File: config.mk
export PLATFORM = sky130hd
export DESIGN_NAME = w_fire_ctrl
export DESIGN_NICKNAME = d
export VERILOG_FILES = /design/src/rtl/w_fire_ctrl.sv
export SDC_FILE = /design/constraint.sdc
export NUM_CORES = 1
export LEC_CHECK = 0
export ABC_AREA = 1
export BUFFER_PORTS_ARGS = -buffer_cell sky130_fd_sc_hd__buf_2
export CORE_ASPECT_RATIO = 1.75
export CORE_MARGIN = 2
export CORE_UTILIZATION = 50
export CTS_BUF_LIST = sky130_fd_sc_hd__clkbuf_8
export DETAILED_ROUTE_END_ITERATION = 8
export PLACE_DENSITY_LB_ADDON = 0.2
export SLEW_MARGIN = 20
export SYNTH_ARGS = -nofsm -noshare
export SYNTH_HDL_FRONTEND = slang
export SYNTH_SLANG_ARGS = --single-unit
export TNS_END_PERCENT = 10
File: constraint.sdc
create_clock -name clk -period 2.2 [get_ports clk]
set_input_delay 0.44 -clock clk [delete_from_list [all_inputs] [get_ports clk]]
set_output_delay 0.44 -clock clk [all_outputs]
set_load 0.01 [all_outputs]
File: src/rtl/w_fire_ctrl.sv
// rtl/w_fire_ctrl.sv - fire-geyser motion/animation controller, one update per VGA frame
module w_fire_ctrl #(
    parameter int START_X     = 400,
    parameter int TOP_Y       = 303,
    parameter int HIDE_Y      = 480,
    parameter int RISE_STEP   = 12,
    parameter int FALL_STEP   = 6,
    parameter int BURN_FRAMES = 90,
    parameter int IDLE_FRAMES = 120,
    parameter int ANIM_DIV    = 8
) (
    input  logic       clk,
    input  logic       rst,
    input  logic [9:0] x,
    input  logic [8:0] y,
    input  logic       run,
    input  logic [3:0] scroll,
    output logic [9:0] posx,
    output logic [8:0] posy,
    output logic       animation_state,
    output logic       isplay
);

    typedef enum logic [1:0] {HIDDEN, RISING, BURNING, FALLING} state_t;

    state_t     r_state;
    logic [7:0] r_frame_cnt;
    logic [3:0] r_anim_cnt;
    logic       r_origin_q;
    logic [9:0] r_posx;
    logic [8:0] r_posy;
    logic       r_anim_state;
    logic       r_isplay;

    logic       w_origin;
    logic       w_tick;
    logic [9:0] w_posy10;
    logic [9:0] w_rise_y;
    logic [9:0] w_fall_y;
    logic       w_rise_sat;
    logic [9:0] w_scroll10;
    logic [9:0] w_posx_next;

    // Edge-detect the origin so a scan parked at (0,0) still yields one tick.
    assign w_origin = (x == 10'd0) && (y == 9'd0);
    assign w_tick   = w_origin & ~r_origin_q & run;

    assign w_posy10   = {1'b0, r_posy};
    assign w_rise_y   = w_posy10 - 10'(RISE_STEP);
    assign w_fall_y   = w_posy10 + 10'(FALL_STEP);
    assign w_rise_sat = (w_posy10 < 10'(RISE_STEP)) || (w_rise_y <= 10'(TOP_Y));

    // Wrap branch only taken when posx < scroll (<=15), so the sum stays below 655.
    assign w_scroll10  = {6'd0, scroll};
    assign w_posx_next = (r_posx >= w_scroll10) ? (r_posx - w_scroll10)
                                                : (r_posx + 10'd640 - w_scroll10);

    always_ff @(posedge clk) begin
        if (rst) begin
            r_state      <= HIDDEN;
            r_frame_cnt  <= 8'd0;
            r_anim_cnt   <= 4'd0;
            r_origin_q   <= 1'b0;
            r_posx       <= 10'(START_X);
            r_posy       <= 9'(HIDE_Y);
            r_anim_state <= 1'b0;
            r_isplay     <= 1'b0;
        end else begin
            r_origin_q <= w_origin;
            if (w_tick) begin
                r_posx <= w_posx_next;
                if (r_state != HIDDEN) begin
                    if (r_anim_cnt == 4'(ANIM_DIV - 1)) begin
                        r_anim_cnt   <= 4'd0;
                        r_anim_state <= ~r_anim_state;
                    end else begin
                        r_anim_cnt <= r_anim_cnt + 4'd1;
                    end
                end
                case (r_state)
                    HIDDEN: begin
                        r_posy <= 9'(HIDE_Y);
                        if (r_frame_cnt == 8'(IDLE_FRAMES - 1)) begin
                            r_state     <= RISING;
                            r_frame_cnt <= 8'd0;
                            r_isplay    <= 1'b1;
                        end else begin
                            r_frame_cnt <= r_frame_cnt + 8'd1;
                        end
                    end
                    RISING: begin
                        if (w_rise_sat) begin
                            r_posy      <= 9'(TOP_Y);
                            r_state     <= BURNING;
                            r_frame_cnt <= 8'd0;
                        end else begin
                            r_posy <= w_rise_y[8:0];
                        end
                    end
                    BURNING: begin
                        r_posy <= 9'(TOP_Y);
                        if (r_frame_cnt == 8'(BURN_FRAMES - 1)) begin
                            r_state     <= FALLING;
                            r_frame_cnt <= 8'd0;
                        end else begin
                            r_frame_cnt <= r_frame_cnt + 8'd1;
                        end
                    end
                    FALLING: begin
                        // Entering HIDDEN overrides the animation update above.
                        if (w_fall_y >= 10'(HIDE_Y)) begin
                            r_posy       <= 9'(HIDE_Y);
                            r_state      <= HIDDEN;
                            r_frame_cnt  <= 8'd0;
                            r_isplay     <= 1'b0;
                            r_anim_cnt   <= 4'd0;
                            r_anim_state <= 1'b0;
                        end else begin
                            r_posy <= w_fall_y[8:0];
                        end
                    end
                endcase
            end
        end
    end

    assign posx            = r_posx;
    assign posy            = r_posy;
    assign animation_state = r_anim_state;
    assign isplay          = r_isplay;

endmodule

==> impl_results.md, run 1 <==
- Post-synth EDFFs: 0
- Ant. Diodes: 0
- Core area: 6539 sq um
- Startpoint Class: flip-flop
- Hold_buf cts: 0
- Flops & latches, synth: 36
- Mapped Nets: roughly 560
- Final Hold Viols: 0
- Top post-synthesis cells by area: dfxtp_1 (21%), nand2_1 (14%), ha_1 (10%), inv_1 (7.4%), nand3_1 (6.1%)
- Fraction of layout cells with a size suffix above 1: 0.2135
- Cell Area, Synth: approximately 3400 sq um
- Final setup violation count: 0
- Die outline height: 112.4 um
- Hold Slack: ~0.48 ns
- Largest family of logic cells by synthesized area: simple AND/OR/NAND/NOR gates
- Via/cell ratio: approximately 5.4
- P&R area growth vs syn: 17.39%
- Worst setup EP type: flip-flop
- Actual slew at the worst max-slew pin: between 0.6 and 0.7 ns
- Area fraction in compound gates after synthesis: 0.1233
- Clk slew on worst S/H paths: about 0.070 ns
- RSZ-0062 raised after global routing: true
- Sequential area share after synthesis: 0.2145
- Grt ovf: 0
- Global routing usage on met1: 0.2358
- Tcrit/Tclk final: 0.9665
- Final Critical Period: 2.126 ns
- Crit path cell chain: ha_4 > inv_1 > fa_1 > inv_2 > a21oi_2 > nand2_1 > nand2_1 > nand2_1 > a21oi_2 > xor2_1 > a21oi_1 > nor2_1
- Total die area: about 7400 sq um
- Io pins: 47
- FP Rows: 39
- DP HPWL: ~7300 um
- CP delay by family, top: adder cells
- IO Port Bufs: 46
- TritonCTS clock tree: done
- Yosys warnings: 0
- Met2 Use GR: 0.5104
- DR vias: 3,554
- DR WL/cell: 13.78 um
- Max Root-Sink Buffers: 2
- Worst Hold Class: input pin to flip-flop
- Post-synth top cells: nand2_1 (121), inv_1 (66), nor2_1 (47)
- Peak Freq: between 400 and 500 MHz
- Post-Route WL: 9066 um
- Multiplexer share of the synthesized area: 0
- Clk_lat worst skew: 0.31 ns
- Crit Path Category: flip-flop to flip-flop
- Routability Congestion: 0.9393
- H-tree Lvls: 2
- CP bufs+invs: 2
- Adder-cell share of the synthesized area: 0.1281
- Synth Area in XOR/XNOR: 0.03650
- Vias in the first global route: roughly 3,400
- First-pass GRT wire length: 14,780 um
- Die Wd: 65.96 um
- VDD IR max: 0.2174 mV
- Max cap viols: 0
- Drt drc: 0
- PD cells: around 320 nW/um^2
- Placed cell area: approximately 3800 sq um
- Layout net count: 633
- Critical-path top delay cell: fa_1
- Max incr delay on CP: 0.54 ns
- Post-synth top area share: 0.2145
- M3 GR Usage: 0.03808
- Worst Path Arrival: ~2.3 ns
- CTS sink count: 36
- Final Instance Area: between 3000 and 4000 sq um
- Gate Count Post-Synth: between 500 and 600
- CTS root buf: clkbuf_8
- TritonCTS Buffers: 5
- Antenna violations before repair: 0
- Count leader, synth: nand2_1
- Asr flop ratio synth: 0
- Antenna Violating Nets Remaining: 0
- Crit-path most repeated cell: nand2_1
- Filler cells: 629
- Avg Cell Area, Syn: 6.639 sq um
- Leading area contributor after synthesis: dfxtp_1
- Max-slew violations: 0
- Post-synthesis simple-gate area fraction: 0.3888
- Max FO, Critical Path: 4
- Post-synth cell types: 49
- Starting Density: 0.5138
- Global Route Usage Sum: 0.2561
- Router iterations before antenna repair: 4
- LEAKAGE: 0.001878 uW
- Setup Skew: ~0.0081 ns
- Initial drt markers: 150
- Largest net degree at the start of global routing: 18
- Setup TNS: 0 ns
- GRT Max-Usage Layer: met2
- Status: finished, final reports clean
- Relative slew slack: 0.5879
- Top_reg_cell synth: dfxtp_1
- CP required: ~2.4 ns
cell type report:
class / instances / area (sq um) / area share
inverters: 75 / 287.8 / 0.07297
flip-flops and latches: 36 / 724.4 / 0.1837
well taps: 82 / 102.6 / 0.02602
clock inverters: 2 / 7.507 / 0.001904
multi-input cells: 385 / 2313 / 0.5866
repair buffers: 72 / 425.4 / 0.1079
clock buffers: 6 / 82.58 / 0.02094
worst paths after layout:
| kind | startpoint | to | slack, ns | cells after the start |
|---|---|---|---|---|
| setup / recovery | posx[2] | posx[6] | 0.07 | 12 |
| hold / removal | scroll[0] | posx[0] | 0.48 | 3 |
| setup reg to reg | posx[2] | posx[6] | 0.07 | 12 |
| hold reg to reg | posy[0] | posy[0] | 0.48 | 2 |
sequential cells by signal, indices dropped and copies added, names as in the netlist:
name	count
isplay	1
animation_state	1
r_origin_q	1
r_anim_cnt	4
posx	10
posy	9
r_state	2
r_frame_cnt	8
where the power goes:
group	internal, uW	switching, uW
sequential	651	0.000768
clock	246	252
combinational	45.6	51.0
total	943	303
cells in the final DEF (no fill, tap or decap), types with 3 or more instances in the layout:
cell type  instances
a21oi_1           28
a21oi_2            3
a31oi_1            3
buf_2             46
buf_4             26
clkbuf_8           6
dfxtp_1           33
dfxtp_2            3
fa_1               3
ha_1              26
inv_1             67
inv_2              5
nand2_1          121
nand2_2            3
nand3_1           40
nand3_2            4
nand3_4            4
nand4_1           24
nor2_1            47
nor2_2             4
o2111ai_1          3
o21ai_0           19
o21ai_1            9
o21ai_2            3
xor2_1            12
timing repair:
item | in CTS | in global routing
setup buffers | 0 | 2
gates resized for setup | 1 | 12
pin swaps | 0 | 9
endpoints found under the setup margin | 1 | 12
metrics by stage:
step	utilization	cells	setup WS (ns)	power (uW)
5_1_grt	0.6031	658	-0.09047	1289
3_3_place_gp	0.5804	648	-0.1696	754.6
4_1_cts	0.5947	656	0.06062	1247
3_5_place_dp	0.5804	648	-0.2325	756.8
2_1_floorplan	-	506	0.03481	711.7
6_report	0.6031	658	0.07372	1246
worst register-to-register path, stage by stage (launching register included):
cell and delay (ns):
dfxtp_2 0.36, ha_4 0.13, inv_1 0.04, fa_1 0.54, inv_2 0.07, a21oi_2 0.15, nand2_1 0.08, nand2_1 0.08
nand2_1 0.06, a21oi_2 0.21, xor2_1 0.10, a21oi_1 0.15, nor2_1 0.05
metal layers:
| layer | wire (um) | vias up |
|---|---|---|
| met4 | 360 | 0 |
| met5 | 0 | - |
| met3 | 242 | 27 |
| met2 | 5184 | 80 |
| li1 | - | 1799 |
| met1 | 3279 | 1648 |
logic make-up after synthesis:
family | count (synthesis)
simple gates | 265
buf+inv | 85
compound gates | 74
flops | 36
fa+ha+maj | 32
xor+xnor | 14
Power figures use the tool's default switching activity.
==> run 2: changes to the inputs <==
--- a/config.mk
+++ b/config.mk
@@ -12,6 +12,7 @@
 export CORE_UTILIZATION = 50
 export CTS_BUF_LIST = sky130_fd_sc_hd__clkbuf_8
 export DETAILED_ROUTE_END_ITERATION = 8
+export MAX_ROUTING_LAYER = met4
 export PLACE_DENSITY_LB_ADDON = 0.2
 export SLEW_MARGIN = 20
 export SYNTH_ARGS = -nofsm -noshare
==> constraint.sdc (replaced) <==
create_clock -name clk -period 2.28 [get_ports clk]
set_input_delay 0.456 -clock clk [delete_from_list [all_inputs] [get_ports clk]]
set_output_delay 0.456 -clock clk [all_outputs]
set_load 0.01 [all_outputs]
==> run 2 against run 1 <==
  * Utilization down 0.84 points
  * Clock skew decreased by 0.0034 ns
  * Total power fell by 7.9%
  * Sequential share of layout area is 0.36 points higher
  * Combinational power fell by 9.5%
  * Register-to-register slack better by 0.11 ns
  * Worst setup slack better by 0.11 ns
  * Final cell count decreased by 0.91%
  * Critical endpoint unchanged
  * Largest cell class unchanged
  * Highest routed layer unchanged
==> impl_results.md, run 2 (same netlist as run 1, synthesis figures left out) <==
- Status: finished, final reports clean (unchanged)
- Max FO, Critical Path: 4 (unchanged)
- R2R Path End: posx[6] (unchanged)
- Vias in the first global route: 3,521 (was 3,443)
- Via/cell ratio: 5.419 (was 5.401)
- Die outline height: 112.4 um (unchanged)
- CP Launch Point: posx[2] (unchanged)
- Starting Density: 0.5138 (unchanged)
- Worst R2R Start: posx[2] (unchanged)
- H-tree Lvls: 2 (unchanged)
- Io pins: 47 (unchanged)
- Final Hold Viols: 0 (unchanged)
- Relative slew slack: 0.6275 (was 0.5879)
- Max-slew violations: 0 (unchanged)
- Layout net count: 628 (was 633)
- Actual slew at the worst max-slew pin: 0.5581 ns (was 0.6175 ns)
- Net switching power: 274.8 uW (was 302.8 uW)
- Worst setup endpoint: posx[6] (unchanged)
- IO Port Bufs: 46 (unchanged)
- Routability Congestion: 0.9228 (was 0.9393)
- Grt ovf: 0 (unchanged)
- Global Route Usage Sum: 0.2682 (was 0.2561)
- Router iterations before antenna repair: 4 (unchanged)
- FF-to-FF path depth: 12 (unchanged)
- Clock Power Share: 0.376 (was 0.400)
- CTS sink count: 36 (unchanged)
- PD cells: 295.0 nW/um^2 (was 315.9 nW/um^2)
- Setup WS pre-CTS: -0.1495 ns (was -0.2325 ns)
- Filler cells: 661 (was 629)
- DR WL/cell: 13.50 um (was 13.78 um)
- Final worst slack: 0.1797 ns (was 0.07372 ns)
- R2R setup slack: 0.18 ns (was 0.07 ns)
- CP required: 2.52 ns (was 2.40 ns)
- Hold Slack: 0.4795 ns (was 0.4755 ns)
- TritonCTS clock tree: done (unchanged)
- RSZ-0062 raised after global routing: false (was true)
- Worst setup EP type: flip-flop (unchanged)
- Fraction of layout cells with a size suffix above 1: 0.2088 (was 0.2135)
- TritonCTS Buffers: 5 (unchanged)
- Max reg flops: 10 (unchanged)
- Max Root-Sink Buffers: 2 (unchanged)
- Internal power: 872.4 uW (was 943.0 uW)
- Startpoint Class: flip-flop (unchanged)
- Crit Path Category: flip-flop to flip-flop (unchanged)
- FP Rows: 39 (unchanged)
- Ant. Diodes: 0 (unchanged)
- First-pass GRT wire length: 15,260 um (was 14,780 um)
- Pwr Total: 1147 uW (was 1246 uW)
- Share of power burned in registers: 0.548 (was 0.523)
- Gate power share: 0.076 (was 0.078)
- CTS root buf: clkbuf_8 (unchanged)
- Drt drc: 0 (unchanged)
- Core area: 6539 sq um (unchanged)
- Post-Route WL: 8805 um (was 9066 um)
- P&R area growth vs syn: 15.75% (was 17.39%)
- Worst Hold Class: flip-flop to flip-flop (was input pin to flip-flop)
- Final setup violation count: 0 (unchanged)
- VDD IR max: 0.2451 mV (was 0.2174 mV)
- Worst Path Arrival: 2.34 ns (was 2.32 ns)
- Die Wd: 65.96 um (unchanged)
- Switch share: 0.2396 (was 0.2431)
- Initial drt markers: 170 (was 150)
- LEAKAGE: 0.001846 uW (was 0.001878 uW)
- Commonest non-fill, non-tap cell in the layout: nand2_1 (unchanged)
- Hold_buf cts: 0 (unchanged)
- Antenna Violating Nets Remaining: 0 (unchanged)
- Final Critical Period: 2.100 ns (was 2.126 ns)
- Most frequent cells in the layout: nand2_1 (121), inv_1 (67), nor2_1 (47), buf_2 (46), nand3_1 (40) (unchanged)
- Tcrit/Tclk final: 0.9212 (was 0.9665)
- Clk slew on worst S/H paths: 0.07 ns (about the same)
- DR vias: 3,533 (was 3,554)
- Largest net degree at the start of global routing: 19 (was 18)
- DP HPWL: 7133 um (was 7289 um)
- Clk_lat worst skew: 0.30 ns (was 0.31 ns)
- Total die area: 7416 sq um (unchanged)
- Peak Freq: 476.1 MHz (was 470.3 MHz)
- Setup Skew: 0.004696 ns (was 0.008146 ns)
- Max cap viols: 0 (unchanged)
- Antenna violations before repair: 0 (unchanged)
==> run 2: layout make-up <==
class,count,area [sq um],area share
inverter,75,287.8,0.07400
clock buffer,5,68.82,0.01770
sequential,36,728.2,0.1873
multi-input combinational,385,2305,0.5927
clock inverter,2,8.758,0.002252
timing repair buffer,67,387.9,0.09974
tap,82,102.6,0.02638
==> run 2: power by group through the flow <==
stage | clock, uW | sequential, uW | combinational, uW
final | 431 | 628 | 87.5
after global routing | 474 | 628 | 98.4
after CTS | 444 | 628 | 85.8
after detailed placement | 0 | 643 | 85.6
after global placement | 0 | 643 | 83.4
after floorplan | 0 | 643 | 43.9
==> run 2: worst min-delay path by stage <==
| stage | startpoint | to | slack (ns) | cells after the start |
|---|---|---|---|---|
| after detailed placement | posy[0] | posy[0] | 0.47 | 2 |
| after floorplan | r_frame_cnt[7] | r_frame_cnt[7] | 0.45 | 2 |
| after global routing | scroll[0] | posx[0] | 0.50 | 3 |
| after global placement | posy[0] | posy[0] | 0.46 | 2 |
| after CTS | posy[0] | posy[0] | 0.49 | 2 |
| final | posy[0] | posy[0] | 0.48 | 2 |
==> run 2: worst max-delay path, stage by stage (launching register included) <==
cell and delay [ns]:
dfxtp_2 0.35, ha_1 0.17, inv_1 0.05, fa_1 0.50
inv_1 0.09, a21oi_1 0.17, nand2_1 0.09, nand2_1 0.08
nand2_1 0.06, a21oi_2 0.16, xor2_1 0.16, a21oi_1 0.08
nor2_1 0.07
==> run 2: layer usage <==
layer | up-vias | GRT usage | routed length [um] | share of wire
met2 | 89 | 0.4976 | 4997 | 0.57
met5 | - | - | 0 | 0
met4 | 0 | 0.1497 | 356 | 0.040
met3 | 27 | 0.04409 | 348 | 0.040
li1 | 1789 | - | - | -
met1 | 1628 | 0.2495 | 3102 | 0.35
==> run 2: repair_timing <==
item                                   4_1_cts  5_1_grt
endpoints found under the hold margin        0        0
buffers inserted                             0        0
setup endpoints to repair                    0       10
resized for setup                            0       13
==> run 2: through the flow <==
stage	util	instance area [sq um]	TNS, ns	instances
5_1_grt	0.5947	3889	0	652
4_1_cts	0.5888	3850	0	652
2_1_floorplan	-	3359	0	506
3_3_place_gp	0.5769	3772	-0.1933	645
6_report	0.5947	3889	0	652
3_5_place_dp	0.5769	3772	-0.3663	645
==> run 3: changes to the inputs <==
--- a/config.mk
+++ b/config.mk
@@ -10,7 +10,6 @@
 export CORE_ASPECT_RATIO = 1.75
 export CORE_MARGIN = 2
 export CORE_UTILIZATION = 50
-export CTS_BUF_LIST = sky130_fd_sc_hd__clkbuf_8
 export DETAILED_ROUTE_END_ITERATION = 8
 export MAX_ROUTING_LAYER = met4
 export PLACE_DENSITY_LB_ADDON = 0.2
==> run 3 against run 2 <==
  * Worst setup slack worse by 0.0060 ns
  * First-iteration DRC count is 2.9% lower
  * Via count fell by 0.48%
  * Critical path type unchanged
  * Critical endpoint unchanged
  * Largest power group is now the clock network
  * Highest routed layer unchanged
==> impl_results.md, run 3 (same netlist as run 1, synthesis figures left out) <==
- DR vias: 3,516 (was 3,533)
- Hold EP: posy[0] (unchanged)
- Worst R2R Start: posx[2] (unchanged)
- Relative slew slack: 0.6199 (was 0.6275)
- CP required: 2.50 ns (was 2.52 ns)
- Final instance count without filler cells: 652 (unchanged)
- Worst setup EP type: flip-flop (unchanged)
- TritonCTS Buffers: 5 (unchanged)
- Max reg flops: 10 (unchanged)
- IO Port Bufs: 46 (unchanged)
- Max-slew violations: 0 (unchanged)
- Setup Skew: 0.005325 ns (was 0.004696 ns)
- Internal power: 1067 uW (was 872.4 uW)
- Crit-path most repeated cell: nand2_1 (unchanged)
- Antenna Violating Nets Remaining: 0 (unchanged)
- Die outline height: 112.4 um (unchanged)
- Peak Freq: 474.8 MHz (was 476.1 MHz)
- Worst Path Arrival: 2.33 ns (was 2.34 ns)
- Total die area: 7416 sq um (unchanged)
- Most frequent cells in the layout: nand2_1 (121), inv_1 (66), nor2_1 (47), buf_2 (46), nand3_1 (40) (was nand2_1 (121), inv_1 (67), nor2_1 (47), buf_2 (46), nand3_1 (40))
- Max Root-Sink Buffers: 2 (unchanged)
- WHS Path Cells: 2 (unchanged)
- Core area: 6539 sq um (unchanged)
- Initial drt markers: 165 (was 170)
- Crit path cell chain: ha_1 > inv_1 > fa_1 > inv_1 > a21oi_1 > nand2_1 > nand2_1 > nand2_1 > a21oi_2 > xor2_1 > a21oi_1 > nor2_1 (unchanged)
- Clock Power Share: 0.474 (was 0.376)
- FF-to-FF path depth: 12 (unchanged)
- Ant. Diodes: 0 (unchanged)
- Startpoint Class: flip-flop (unchanged)
- First-pass GRT wire length: 15,180 um (was 15,260 um)
- Max FO, Critical Path: 4 (unchanged)
- R2R Path End: posx[6] (unchanged)
- Placed cell area: 3772 sq um (unchanged)
- Global Route Usage Sum: 0.2668 (was 0.2682)
- Net switching power: 295.9 uW (was 274.8 uW)
- H-tree Lvls: 2 (unchanged)
- Max cap viols: 0 (unchanged)
- FP Rows: 39 (unchanged)
- Io pins: 47 (unchanged)
- R2R setup slack: 0.17 ns (was 0.18 ns)
- Die Wd: 65.96 um (unchanged)
- P&R area growth vs syn: 17.36% (was 15.75%)
- CP Launch Point: posx[2] (unchanged)
- Hold_buf cts: 0 (unchanged)
- Routability Congestion: 0.9228 (unchanged)
- Post-Route WL: 8813 um (was 8805 um)
- Pwr Total: 1363 uW (was 1147 uW)
- DR WL/cell: 13.52 um (was 13.50 um)
- CTS root buf: clkbuf_16 (was clkbuf_8)
- Core Util, Final: 0.6029 (was 0.5947)
- Commonest non-fill, non-tap cell in the layout: nand2_1 (unchanged)
- Share of power burned in registers: 0.462 (was 0.548)
- Switch share: 0.2171 (was 0.2396)
- PD cells: 345.7 nW/um^2 (was 295.0 nW/um^2)
- Vias in the first global route: 3,538 (was 3,521)
- Final Hold Viols: 0 (unchanged)
- Final Critical Period: 2.106 ns (was 2.100 ns)
- Drt drc: 0 (unchanged)
- Gate power share: 0.064 (was 0.076)
- Via/cell ratio: 5.393 (was 5.419)
- Router iterations before antenna repair: 5 (was 4)
- Grt ovf: 0 (unchanged)
- Clk_lat worst skew: 0.28 ns (was 0.30 ns)
- Final Instance Area: 3943 sq um (was 3889 sq um)
- Critical-path top delay cell: fa_1 (unchanged)
- Tcrit/Tclk final: 0.9238 (was 0.9212)
- Actual slew at the worst max-slew pin: 0.5696 ns (was 0.5581 ns)
- TritonCTS clock tree: done (unchanged)
- DP HPWL: 7133 um (unchanged)
- Final setup violation count: 0 (unchanged)
- Status: finished, final reports clean (unchanged)
- Layout net count: 628 (unchanged)
- CTS sink count: 36 (unchanged)
- Post-placement cell count: 645 (unchanged)
- VDD IR max: 0.2877 mV (was 0.2451 mV)
- Starting Density: 0.5138 (unchanged)
- Worst Hold Class: flip-flop to flip-flop (unchanged)
- Crit Path Category: flip-flop to flip-flop (unchanged)
- Antenna violations before repair: 0 (unchanged)
- LEAKAGE: 0.001866 uW (was 0.001846 uW)
- Max incr delay on CP: 0.50 ns (about the same)
- Largest net degree at the start of global routing: 19 (unchanged)
- Fraction of layout cells with a size suffix above 1: 0.2053 (was 0.2088)
- RSZ-0062 raised after global routing: false (unchanged)
- HP Start: posy[0] (unchanged)
- Clk slew on worst S/H paths: 0.05 ns (was 0.07 ns)
[run 3: how the worst max path moves through the flow]
stage / to
global placement: posx[7]
detailed placement: posx[6]
floorplan: posx[7]
CTS: posx[6]
global route: posx[6]
finish: posx[6]
[run 3: metrics by stage]
stage	TNS (ns)	worst slack (ns)	hold slack [ns]
CTS	0	0.05920	0.4852
floorplan	0	0.09881	0.4547
global route	0	0.005134	0.5164
finish	0	0.1738	0.4760
detailed placement	-0.3663	-0.1495	0.4731
global placement	-0.1933	-0.1075	0.4622
[run 3: power by group through the flow]
stage / clock (uW) / sequential (uW) / combinational, uW
after floorplan: 0 / 643 / 43.9
after global placement: 0 / 643 / 83.4
after detailed placement: 0 / 643 / 85.6
after CTS: 658 / 629 / 85.9
after global routing: 689 / 629 / 98.2
final: 646 / 629 / 87.7
[run 3: critical path, delay by kind of cell (launching register included)]
kind | cells | cell delay [ns]
flip-flops | 1 | 0.35
AND/OR/NAND/NOR | 4 | 0.31
buffers and inverters | 2 | 0.14
AO/OA/AOI/OAI | 3 | 0.42
XOR/XNOR | 1 | 0.16
adder cells (fa/ha/maj) | 2 | 0.67
[run 3: final cells by class]
type	count	area (sq um)
flip-flops and latches	36	725.7
fillers	655	2596
clock buffers	6	128.9
well taps	82	102.6
clock inverters	1	5.005
inverters	75	287.8
multi-input cells	385	2305
repair buffers	67	387.9
[run 3: routing by layer]
metal	up-vias	wire [um]	global-route usage
met2	90	5072	0.4990
met5	-	0	-
met3	26	329	0.03607
met1	1615	3104	0.2495
li1	1785	-	-
met4	0	306	0.1483
[run 3: repair_timing]
action | CTS | global route
buffers inserted | 0 | 0
resized for setup | 0 | 11
endpoints found under the setup margin | 0 | 9
endpoints found under the hold margin | 0 | 0
